===== src/rtl/rv_fetch.sv =====
// RV64 instruction fetch stage: owns the PC, fills a two-line buffer over a
// req/ack memory port and presents the 64-bit window starting at pc.
module rv_fetch #(
  parameter logic [62:0] RESET_PC = 63'h0
) (
  input  logic        clock,
  input  logic        reset,
  input  logic        advance,
  input  logic [62:0] pcnext,
  output logic        mem_req,
  output logic [60:0] mem_addr,
  input  logic        mem_ack,
  input  logic [63:0] mem_data,
  output logic [62:0] pc,
  output logic [63:0] inst,
  output logic        inst_valid
);

  typedef enum logic [0:0] {
    IDLE = 1'b0,
    REQ  = 1'b1
  } state_t;

  state_t      state_r, state_s;
  logic [62:0] pc_r, pc_s;
  logic [60:0] tag0_r, tag0_s, tag1_r, tag1_s;
  logic [63:0] data0_r, data0_s, data1_r, data1_s;
  logic        val0_r, val0_s, val1_r, val1_s;
  logic        req_r, req_s;
  logic [60:0] addr_r, addr_s;

  logic [60:0] line_a_s, line_b_s, line_n_s;
  logic        need1_s, hit0_s, hit1_s, valid_s, ack_s, adv_s;
  logic [63:0] window_s;

  // Slot lookup against the current pc and window extraction
  always_comb begin
    line_a_s = pc_r[62:2];
    line_b_s = line_a_s + 61'd1;
    need1_s  = (pc_r[1:0] != 2'd0);
    hit0_s   = val0_r && (tag0_r == line_a_s);
    hit1_s   = val1_r && (tag1_r == line_b_s);
    valid_s  = hit0_s && (!need1_s || hit1_s);
    case (pc_r[1:0])
      2'd0:    window_s = data0_r;
      2'd1:    window_s = {data1_r[15:0], data0_r[63:16]};
      2'd2:    window_s = {data1_r[31:0], data0_r[63:32]};
      2'd3:    window_s = {data1_r[47:0], data0_r[63:48]};
      default: window_s = data0_r;
    endcase
  end

  assign inst       = valid_s ? window_s : 64'd0;
  assign inst_valid = valid_s;
  assign pc         = pc_r;
  assign mem_req    = req_r;
  assign mem_addr   = addr_r;

  // Next state: ack install first, then the advance transform, then the FSM
  always_comb begin
    state_s  = state_r;
    pc_s     = pc_r;
    tag0_s   = tag0_r;
    data0_s  = data0_r;
    val0_s   = val0_r;
    tag1_s   = tag1_r;
    data1_s  = data1_r;
    val1_s   = val1_r;
    req_s    = req_r;
    addr_s   = addr_r;
    ack_s    = req_r && mem_ack;
    adv_s    = advance && valid_s;
    line_n_s = pcnext[62:2];

    // A response matching neither needed line is stale after a redirect.
    if (ack_s) begin
      if (addr_r == line_a_s) begin
        tag0_s  = line_a_s;
        data0_s = mem_data;
        val0_s  = 1'b1;
      end else if (addr_r == line_b_s) begin
        tag1_s  = line_b_s;
        data1_s = mem_data;
        val1_s  = 1'b1;
      end else begin
        val0_s = val0_s;
      end
    end else begin
      val0_s = val0_s;
    end

    if (adv_s) begin
      pc_s = pcnext;
      if (line_n_s == line_a_s) begin
        val0_s = val0_s;
      end else if (line_n_s == line_b_s) begin
        tag0_s  = tag1_s;
        data0_s = data1_s;
        val0_s  = val1_s;
        val1_s  = 1'b0;
      end else begin
        val0_s = 1'b0;
        val1_s = 1'b0;
      end
    end else begin
      pc_s = pc_r;
    end

    case (state_r)
      IDLE: begin
        if (!hit0_s) begin
          addr_s  = line_a_s;
          req_s   = 1'b1;
          state_s = REQ;
        end else if (need1_s && !hit1_s) begin
          addr_s  = line_b_s;
          req_s   = 1'b1;
          state_s = REQ;
        end else begin
          state_s = IDLE;
        end
      end
      REQ: begin
        if (mem_ack) begin
          req_s   = 1'b0;
          state_s = IDLE;
        end else begin
          state_s = REQ;
        end
      end
      default: begin
        req_s   = 1'b0;
        state_s = IDLE;
      end
    endcase
  end

  // State, PC and line-buffer registers
  always_ff @(posedge clock or negedge reset) begin
    if (!reset) begin
      state_r <= IDLE;
      pc_r    <= RESET_PC;
      tag0_r  <= 61'd0;
      data0_r <= 64'd0;
      val0_r  <= 1'b0;
      tag1_r  <= 61'd0;
      data1_r <= 64'd0;
      val1_r  <= 1'b0;
      req_r   <= 1'b0;
      addr_r  <= 61'd0;
    end else begin
      state_r <= state_s;
      pc_r    <= pc_s;
      tag0_r  <= tag0_s;
      data0_r <= data0_s;
      val0_r  <= val0_s;
      tag1_r  <= tag1_s;
      data1_r <= data1_s;
      val1_r  <= val1_s;
      req_r   <= req_s;
      addr_r  <= addr_s;
    end
  end

endmodule

===== config.mk =====
export PLATFORM = sky130hd
export DESIGN_NAME = rv_fetch
export DESIGN_NICKNAME = d
export VERILOG_FILES = /design/src/rtl/rv_fetch.sv
export SDC_FILE = /design/constraint.sdc
export NUM_CORES = 1
export LEC_CHECK = 0
export CELL_PAD_IN_SITES_DETAIL_PLACEMENT = 1
export CELL_PAD_IN_SITES_GLOBAL_PLACEMENT = 2
export CORE_ASPECT_RATIO = 1.75
export CORE_MARGIN = 2
export CORE_UTILIZATION = 39
export DETAILED_ROUTE_END_ITERATION = 8
export GPL_TIMING_DRIVEN = 0
export PLACE_DENSITY_LB_ADDON = 0.1
export SYNTH_ARGS = -nofsm -noshare
export SYNTH_HDL_FRONTEND = slang
export SYNTH_SLANG_ARGS = --single-unit
export TNS_END_PERCENT = 50

===== constraint.sdc =====
create_clock -name clock -period 7.7 [get_ports clock]
set_input_delay 1.54 -clock clock [delete_from_list [all_inputs] [get_ports clock]]
set_output_delay 1.54 -clock clock [all_outputs]
set_load 0.01 [all_outputs]

Yosys cells after proc, flatten, opt, wreduce, memory -nomap -nowiden. Index checks and enable logic that the tools add are counted.

Add/subtract/negate cells: 1. Equality and inequality tests: 12. Multiplexer cells: 38. Bitwise gates (word level): 1. Reduce and logical (&&, ||, !) cells: 13.

Operator list (number): 61-bit two-way mux (10); 64-bit two-way mux (9); 61-bit == test (6); 64-bit one-hot mux with 4 select lines (1); 61-bit by 1-bit adder with 61-bit output (second input constant) (1); 1-bit two-way mux (16); 1-bit logical AND (6); 2-bit == test (second input constant) (2); 1-bit one-hot mux with 2 select lines (2); 2-bit AND reduction (2); 3-bit inequality test (second input constant) (1); 2-bit by 1-bit == test with 1-bit output (second input constant) (1); 1-bit zero test (2); 2-bit zero test (1); 2-bit by 1-bit inequality test with 1-bit output (second input constant) (1); 2-bit inequality test (second input constant) (1); 2-bit nonzero test (1); 1-bit logical OR (1); 1-bit NOT (1).

Register bits after elaboration: 378. Output and inout port bits: 190.

Depth between registers and ports, before layout. Gate-level depths: netlist (run 1).

Depth in word-level cells: 8. Depth in mapped cells: 19. Mapped depth without buffers: 12.

Least setup slack after synthesis (run 1). No wires, ideal clock.

Path kind: register to output. Start: register pc_r[2] (netlist: pc[2]). End: output port inst[10]. Data arrival time: 4.158 ns. Path slack: 2.002 ns. Cell stages (with the launch flop): 16. Path buffers: 5. Cells stage by stage: dfrtp_1 > buf_4 > nand3_2 > or4_1 > buf_2 > buf_1 > nor4_2 > nand4_1 > a22o_1 > or3_1 > or4_1 > nor4_1 > nor2_1 > clkbuf_1 > clkbuf_1 > nor2b_1.

Longest elaborated chain between the ends: 6. Elaborated cells on any way between the ends: 8.

RTL lines: start, declared (RTL line 25) `logic [62:0] pc_r, pc_s;`; start signal, assigned (RTL line 153) `pc_r <= pc_s;`; 61-bit by 1-bit adder with 61-bit output (RTL line 39) `line_b_s = line_a_s + 61'd1;`; 61-bit == test (RTL line 42) `hit1_s = val1_r && (tag1_r == line_b_s);`; 1-bit logical AND (RTL line 42); 1-bit logical OR (RTL line 43) `valid_s = hit0_s && (!need1_s || hit1_s);`; 1-bit logical AND (*) (RTL line 43); 64-bit two-way mux (*) (RTL line 53) `assign inst = valid_s ? window_s : 64'd0;`; end, declared (RTL line 15) `output logic [63:0] inst,`.

Mark *: on every way between the ends. The rest lies on a longest branch, timed or not.

Final worst setup path (run 1).
Start: register pc_r[51] (netlist: pc[51]). End: register pc_r[53] (netlist: pc[53]).

Longest elaborated chain between the ends: 6. Elaborated cells on any way between the ends: 8.

RTL lines: 61-bit by 1-bit adder with 61-bit output (RTL line 39); 61-bit == test (RTL line 42); 1-bit logical AND (RTL line 42); 1-bit logical OR (RTL line 43); 1-bit logical AND (*) (RTL line 43); 1-bit logical AND (*) (RTL line 72) `adv_s = advance && valid_s;`.

Marked as above. A chain may end at the register's enable or synchronous reset.

==> run_results.csv, run 1 <==
group,metric,value,unit
critical_path,critPathTopFamily,"buffers and inverters",
critical_path,cp_slowest_cell,"buf_1",
sta,max_slew.worst_pin.slew,1620,ps
status,violations,"capacitance limit, slew limit, setup timing",
sta,finalCritPeriodShare,101,%
sta,skew,22.4,ps
die,die_w,208,µm
die,coreArea,72600,µm²
synthesis,synth_top_area_share,33.2,%
flow_run,max_cap_violations,4,
pwr,ir_drop,0.000223,V
final_layout,nets,3731,
final_layout,utilization,49.2,%
sta,setup_tns,-249,ps
global_route,grt_pass1_vias,32753,
synthesis,ys_seq_area_share,33.2,%
sta,slew_headroom,-8.76,%
die,dieArea,75300,µm²
synthesis,netlist_area,28500,µm²
critical_path,ff2ff_path_depth,12,
synthesis,yosys.area_share.simple,27.0,%
status,status,"finished with violations",
synthesis,synth.area.top_cells,"dfrtp_1 33%, xnor2_1 6.5%, xor2_1 6.1%",
die,num_rows,131,
critical_path,r2r_end,"pc[53]",
detailed_routing,vias_per_cell,6.83,
detailed_routing,drt_pass1_iterations,8,
die,start_util,39.2,%
synthesis,async_reset_ff_share,100,%
critical_path,critPathArrivalTime,8330,ps
sta,setup_violations,10,
clock_tree,cts-buffers-inserted,44,
clock_tree,htreeDepth,2,
detailed_routing,first_iter_violations,3454,
min_path,hold_class,"reg2reg",
global_route,antenna_found_initial,18,
synthesis,syn_nets,3323,
critical_path,critical_path.startpoint,"pc[51]",
global_route,grt_max_degree,112,
critical_path,r2r-start,"pc[51]",
pwr,p_leak,14.9,nW
global_route,gr-usage-all-layers,51.9,%
synthesis,synth_xor_area_share,15.4,%
clock_tree,clock_latency,670,ps
final_layout,drive_gt1_share,14.8,%
critical_path,worstSetupPathType,"reg2reg",
synthesis,synth-adder-area-share,0.0439,%
place,portBuffers,318,
detailed_routing,ant_nets,0,
die,die_h,361,µm
synthesis,synth_edf_count,0,
detailed_routing,wl_per_cell,42.8,µm
critical_path,crit_buf_inv,3,
synthesis,yosysTopAreaCell,"dfrtp_1",
final_layout,fillCellCount,8350,
sta,layout_setup_ws,-62.8,ps
synthesis,ys.warnings.count,0,
sta,period_minus_slack,7760,ps
sta,hold_violations,0,
critical_path,path_max_fanout,10,
clock_tree,ctsRootBufferMaster,"clkbuf_16",
critical_path,crit_chain,"buf_1, nand3_1, nor4_1, nand4_1, a211oi_1, o2111ai_1, or4_1, o41ai_4, buf_2, buf_1, nand2_1, o21ai_0",
detailed_routing,wl,196,mm
detailed_routing,drc,0,
critical_path,start_kind,"register",
clock_tree,max-clock-path-buffers,3,
synthesis,synth_compound_area_share,9.78,%
die,io_pins,321,
clock_tree,clk_pin_slew,70,ps
synthesis,synth_ff_type,"dfrtp_1",
critical_path,cp-end-kind,"register",
place,gp_congestion,1.12,
critical_path,slowest_delay,1050,ps
critical_path,cp_data_required_time,8270,ps
final_layout,regArea,9460,µm²
critical_path,r2r_slack,-60,ps
synthesis,ys_types,86,
sta,drv_slew,10,
place,dpl.hpwl,155,mm
synthesis,synth_mux_area_share,10.7,%
synthesis,avgSynthCellArea,8.93,µm²
critical_path,crit_path_end,"pc[53]",
synthesis,synth_top_family_by_area,"simple AND/OR/NAND/NOR gates",
sta,fmax,129,MHz
synthesis,synth-seq-cells,378,
clock_tree,clock-sinks,378,
sta,hold_ws,478,ps
clock_tree,cts_tree,"done",
critical_path,crit_path_frequent_cell,"buf_1",
final_layout,multi_input_area,18600,µm²
pwr,power.density,205,nW/µm²
global_route,grt_pass1_wl,271,mm
final_layout,area_delta_synth_final,25.4,%
synthesis,syn_inst,3191,
detailed_routing,vias,31249,
critical_path,crit_cells,12,
global_route,grt_overflow_total,0,
==> per-layer routing <==
layer	routed length (µm)	share of wire (%)	track usage, %	vias to the layer above
li1	-	-	-	12165
met1	60400	31	50.1	15381
met2	88300	45	82.0	2434
met3	17100	8.7	16.0	1265
met4	29900	15	61.3	4
met5	35	0.018	0.520	-
==> per-stage QoR <==
stage | power [mW] | cells | setup slack (ps) | cell area, µm²
CTS | 7.19 | 4555 | 29.5 | 35300
floorplan | 3.52 | 3191 | 2000 | 28500
global placement | 4.71 | 4440 | -12510 | 32800
detailed placement | 4.73 | 4449 | -1420 | 33000
global route | 7.45 | 4566 | -32.1 | 35700
finish | 7.31 | 4576 | -62.8 | 35700
==> placed cells by master (no fill, tap or decap), types with 77 or more instances in the layout <==
cell and instances:
nand2_1 456, dfrtp_1 374, clkdlybuf4s50_1 317, xnor2_1 198
xor2_1 197, a21oi_1 184, nor2_1 171, mux2_2 124
nand4_1 112, nor2b_1 104, clkbuf_1 99, nand3_1 95
nand2b_1 77
==> state kept, by name, indices dropped and copies added (netlist names) <==
name,cells
val0_r,1
data0_r,64
mem_req,1
pc,63
tag1_r,61
val1_r,1
data1_r,64
mem_addr,61
tag0_r,61
state_r,1
==> worst register-to-register path: stages, from the launching register on <==
cell       delay, ps
dfrtp_1          770
buf_1           1060
nand3_1          460
nor4_1           310
nand4_1          740
a211oi_1         450
o2111ai_1        300
or4_1            640
o41ai_4          920
buf_2            710
buf_1            940
nand2_1          260
o21ai_0          130
==> synth_stat cells, drive strengths merged (5+ instances only) <==
cell type  instances
nand2            459
dfrtp            378
xnor2            210
xor2             199
a21oi            184
nor2             183
mux2             127
clkbuf           125
nand4            117
nor2b            104
buf              103
nand3            101
nor4              94
nand2b            77
or2               68
mux4              64
nor3              64
o21ai             59
o21a              49
inv               36
and4              34
xnor3             33
or4               31
and2              27
and3              22
nor3b             19
o2111ai           19
o211ai            18
mux2i             17
a2111oi           14
a211oi            14
or3               14
a21o              12
nand4b             9
nor4b              9
o22ai              9
a31oi              8
o221ai             8
nand3b             7
nor4bb             6
or4b               5
==> final cells by class <==
cell class                 instances  share of cell area (%)
timing repair buffer             376                    10.4
tap                              931                    3.26
buffer                           214                    2.85
multi-input combinational       2548                    52.0
clock buffer                      61                    3.61
inverter                          37                   0.389
sequential                       378                    26.5
clock inverter                    20                   0.908
antenna                           11                  0.0771
==> worst min-delay path by stage <==
stage	startpoint	to	slack, ps	cells past startpoint
2_1_floorplan	data1_r[48]	data1_r[48]	440	2
3_3_place_gp	data1_r[61]	data1_r[61]	450	2
3_5_place_dp	data1_r[54]	data1_r[54]	460	2
4_1_cts	data1_r[54]	data1_r[54]	480	2
5_1_grt	data1_r[59]	data1_r[59]	520	2
6_report	data1_r[54]	data1_r[54]	480	2
==> kinds of logic (layout without fill, tap and decap cells) <==
| group | after synthesis | after routing |
|---|---|---|
| other | 0 | 11 |
| adders and majority gates | 1 | 1 |
| buffers and inverters | 265 | 708 |
| and+or+nand+nor | 1456 | 1456 |
| AOI/OAI and AO/OA | 439 | 439 |
| xor gates and xnor gates | 444 | 444 |
| muxes | 208 | 208 |
| DFF | 378 | 378 |
==> where the power goes <==
part	switching [mW]	internal, mW	leakage, nW
clock network	1.04	1.44	0.789
logic	1.33	0.988	9.06
registers	0.357	2.16	5.06
==> repair_timing <==
action / 4_1_cts / 5_1_grt
buffers inserted: 32 / 15
resized for setup: 89 / 86
endpoints found under the setup margin: 204 / 135
hold buffers: 0 / 0
pin swaps: 17 / 10
(Power assumes the default switching activity.)
==> run 2, diff against run 1 <==
- PLACE_DENSITY: unset -> 0.92
- PLACE_DENSITY_LB_ADDON: 0.1 -> unset
==> run_results.csv, run 2 (same netlist as run 1, synthesis figures left out) <==
group,metric,value,unit
min_path,hold_class,"reg2reg",
critical_path,path_max_fanout,10,
global_route,antenna_found_initial,16,
final_layout,fin_area,35300,µm²
die,die_w,208,µm
pwr,p_sw_share,39.9,%
critical_path,critPathArrivalTime,8360,ps
critical_path,worstSetupPathType,"reg2reg",
detailed_routing,drc,0,
flow_run,max_cap_violations,5,
final_layout,regArea,9460,µm²
global_route,grt_pass1_vias,32121,
sta,drv_slew,13,
final_layout,final_cell_mix,"459 x nand2_1, 377 x dfrtp_1, 315 x clkdlybuf4s50_1, 208 x xnor2_1, 195 x xor2_1",
clock_tree,cts-buffers-inserted,41,
pwr,p_comb_share,35.4,%
clock_tree,clock_latency,650,ps
detailed_routing,wl,200,mm
sta,period_minus_slack,7880,ps
clock_tree,htreeDepth,2,
global_route,gr-usage-all-layers,53.0,%
die,coreArea,72600,µm²
clock_tree,cts_tree,"done",
critical_path,cp-end-kind,"register",
clock_tree,max-clock-path-buffers,3,
place,dp_cells,4451,
die,die_h,361,µm
final_layout,fillCellCount,8376,
sta,grt_setup_unrepaired,"yes",
global_route,grt_overflow_total,0,
global_route,grt_pass1_wl,272,mm
pwr,finalPower,7.16,mW
pwr,power.density,203,nW/µm²
sta,setup_violations,66,
clock_tree,clk_pin_slew,70,ps
detailed_routing,ant_nets,0,
place,post-place-ws,-2070,ps
status,status,"finished with violations",
pwr,p_switching,2.85,mW
die,num_rows,131,
clock_tree,clock-sinks,378,
critical_path,ff2ff_path_depth,15,
final_layout,multi_input_area,18500,µm²
detailed_routing,vias_per_cell,6.82,
place,portBuffers,318,
sta,slew_headroom,-9.11,%
detailed_routing,wl_per_cell,43.8,µm
critical_path,r2r_slack,-180,ps
pwr,p_clk_share,30.0,%
sta,hold_violations,0,
die,io_pins,321,
final_layout,final_cells,4570,
final_layout,nets,3727,
global_route,grt_max_degree,110,
critical_path,cp_data_required_time,8180,ps
critical_path,critical_path.startpoint,"pc[29]",
pwr,p_int,4.31,mW
pwr,ir_drop,0.000145,V
sta,fmax,127,MHz
pwr,p_leak,14.7,nW
sta,layout_setup_ws,-185,ps
place,gp_congestion,1.11,
sta,finalCritPeriodShare,102,%
critical_path,r2r_end,"tag0_r[30]",
detailed_routing,first_iter_violations,3503,
critical_path,r2r-start,"pc[29]",
detailed_routing,vias,31188,
critical_path,start_kind,"register",
final_layout,area_delta_synth_final,24.1,%
critical_path,crit_path_end,"tag0_r[30]",
final_layout,final_common_cell,"nand2_1",
final_layout,drive_gt1_share,14.1,%
clock_tree,ctsRootBufferMaster,"clkbuf_16",
detailed_routing,drt_pass1_iterations,7,
place,dpl.hpwl,157,mm
status,violations,"capacitance limit, slew limit, setup timing",
pwr,p_seq_share,34.7,%
clock_tree,cts_hold_buf,0,
sta,hold_ws,476,ps
die,start_util,39.2,%
sta,max_slew.worst_pin.slew,1630,ps
die,dieArea,75300,µm²
place,place_area,33100,µm²
sta,skew,28.1,ps
==> run 2: worst min path at each step <==
stage                      from     endpoint  slack (ps)  cells after the start
finish              data1_r[62]  data1_r[62]         480                      2
global placement    data1_r[62]  data1_r[62]         460                      2
global route        data1_r[62]  data1_r[62]         510                      2
floorplan           data1_r[48]  data1_r[48]         440                      2
detailed placement  data1_r[62]  data1_r[62]         460                      2
CTS                 data1_r[62]  data1_r[62]         480                      2
==> run 2: critical path, cell delays in order (launching register included) <==
cell	delay [ps]
dfrtp_1	350
buf_2	290
and4_1	490
and4_1	380
clkbuf_1	470
nand4_1	700
a211oi_1	430
nor4b_1	380
or4b_1	610
or4b_1	680
o41ai_4	920
nand4_2	650
clkbuf_1	450
clkbuf_1	560
nor2_1	260
a21oi_1	70
==> run 2: cell type report <==
cell class                      instances  area share, %
Multi-Input combinational cell       2548           52.2
Sequential cell                       378           26.8
Timing Repair Buffer                  372           10.5
Clock buffer                           57           3.36
Tap cell                              931           3.30
Buffer                                217           2.89
Clock inverter                         14          0.474
Inverter                               37          0.404
Antenna cell                           16          0.113
==> run 2: per-layer routing <==
layer  vias up  track usage [%]  wire length [µm]
li1      12149                -                 -
met1     15637             50.9             61300
met2      2325             84.0             91600
met3      1069             16.0             17300
met4         8             62.9             29600
met5         -            0.325                56
==> run 2: repair_timing <==
| action | CTS | global route |
|---|---|---|
| endpoints found under the setup margin | 429 | 131 |
| gates resized for setup | 83 | 65 |
| buffers inserted | 34 | 7 |
| pin swaps | 21 | 9 |
==> run 2: per-stage QoR <==
step | utilization (%) | TNS [ps]
after floorplan | - | 0
after global routing | 48.6 | -24.6
final | 48.7 | -5640
after detailed placement | 45.5 | -300800
after CTS | 48.3 | 0
after global placement | 45.2 | -5422560
==> run 2: power by group through the flow <==
| stage | sequential [mW] | combinational (mW) | clock (mW) |
|---|---|---|---|
| finish | 2.48 | 2.53 | 2.14 |
| global route | 2.50 | 2.56 | 2.20 |
| CTS | 2.47 | 2.43 | 2.12 |
| detailed placement | 2.50 | 2.42 | 0 |
| global placement | 2.50 | 2.38 | 0 |
| floorplan | 2.48 | 1.04 | 0 |
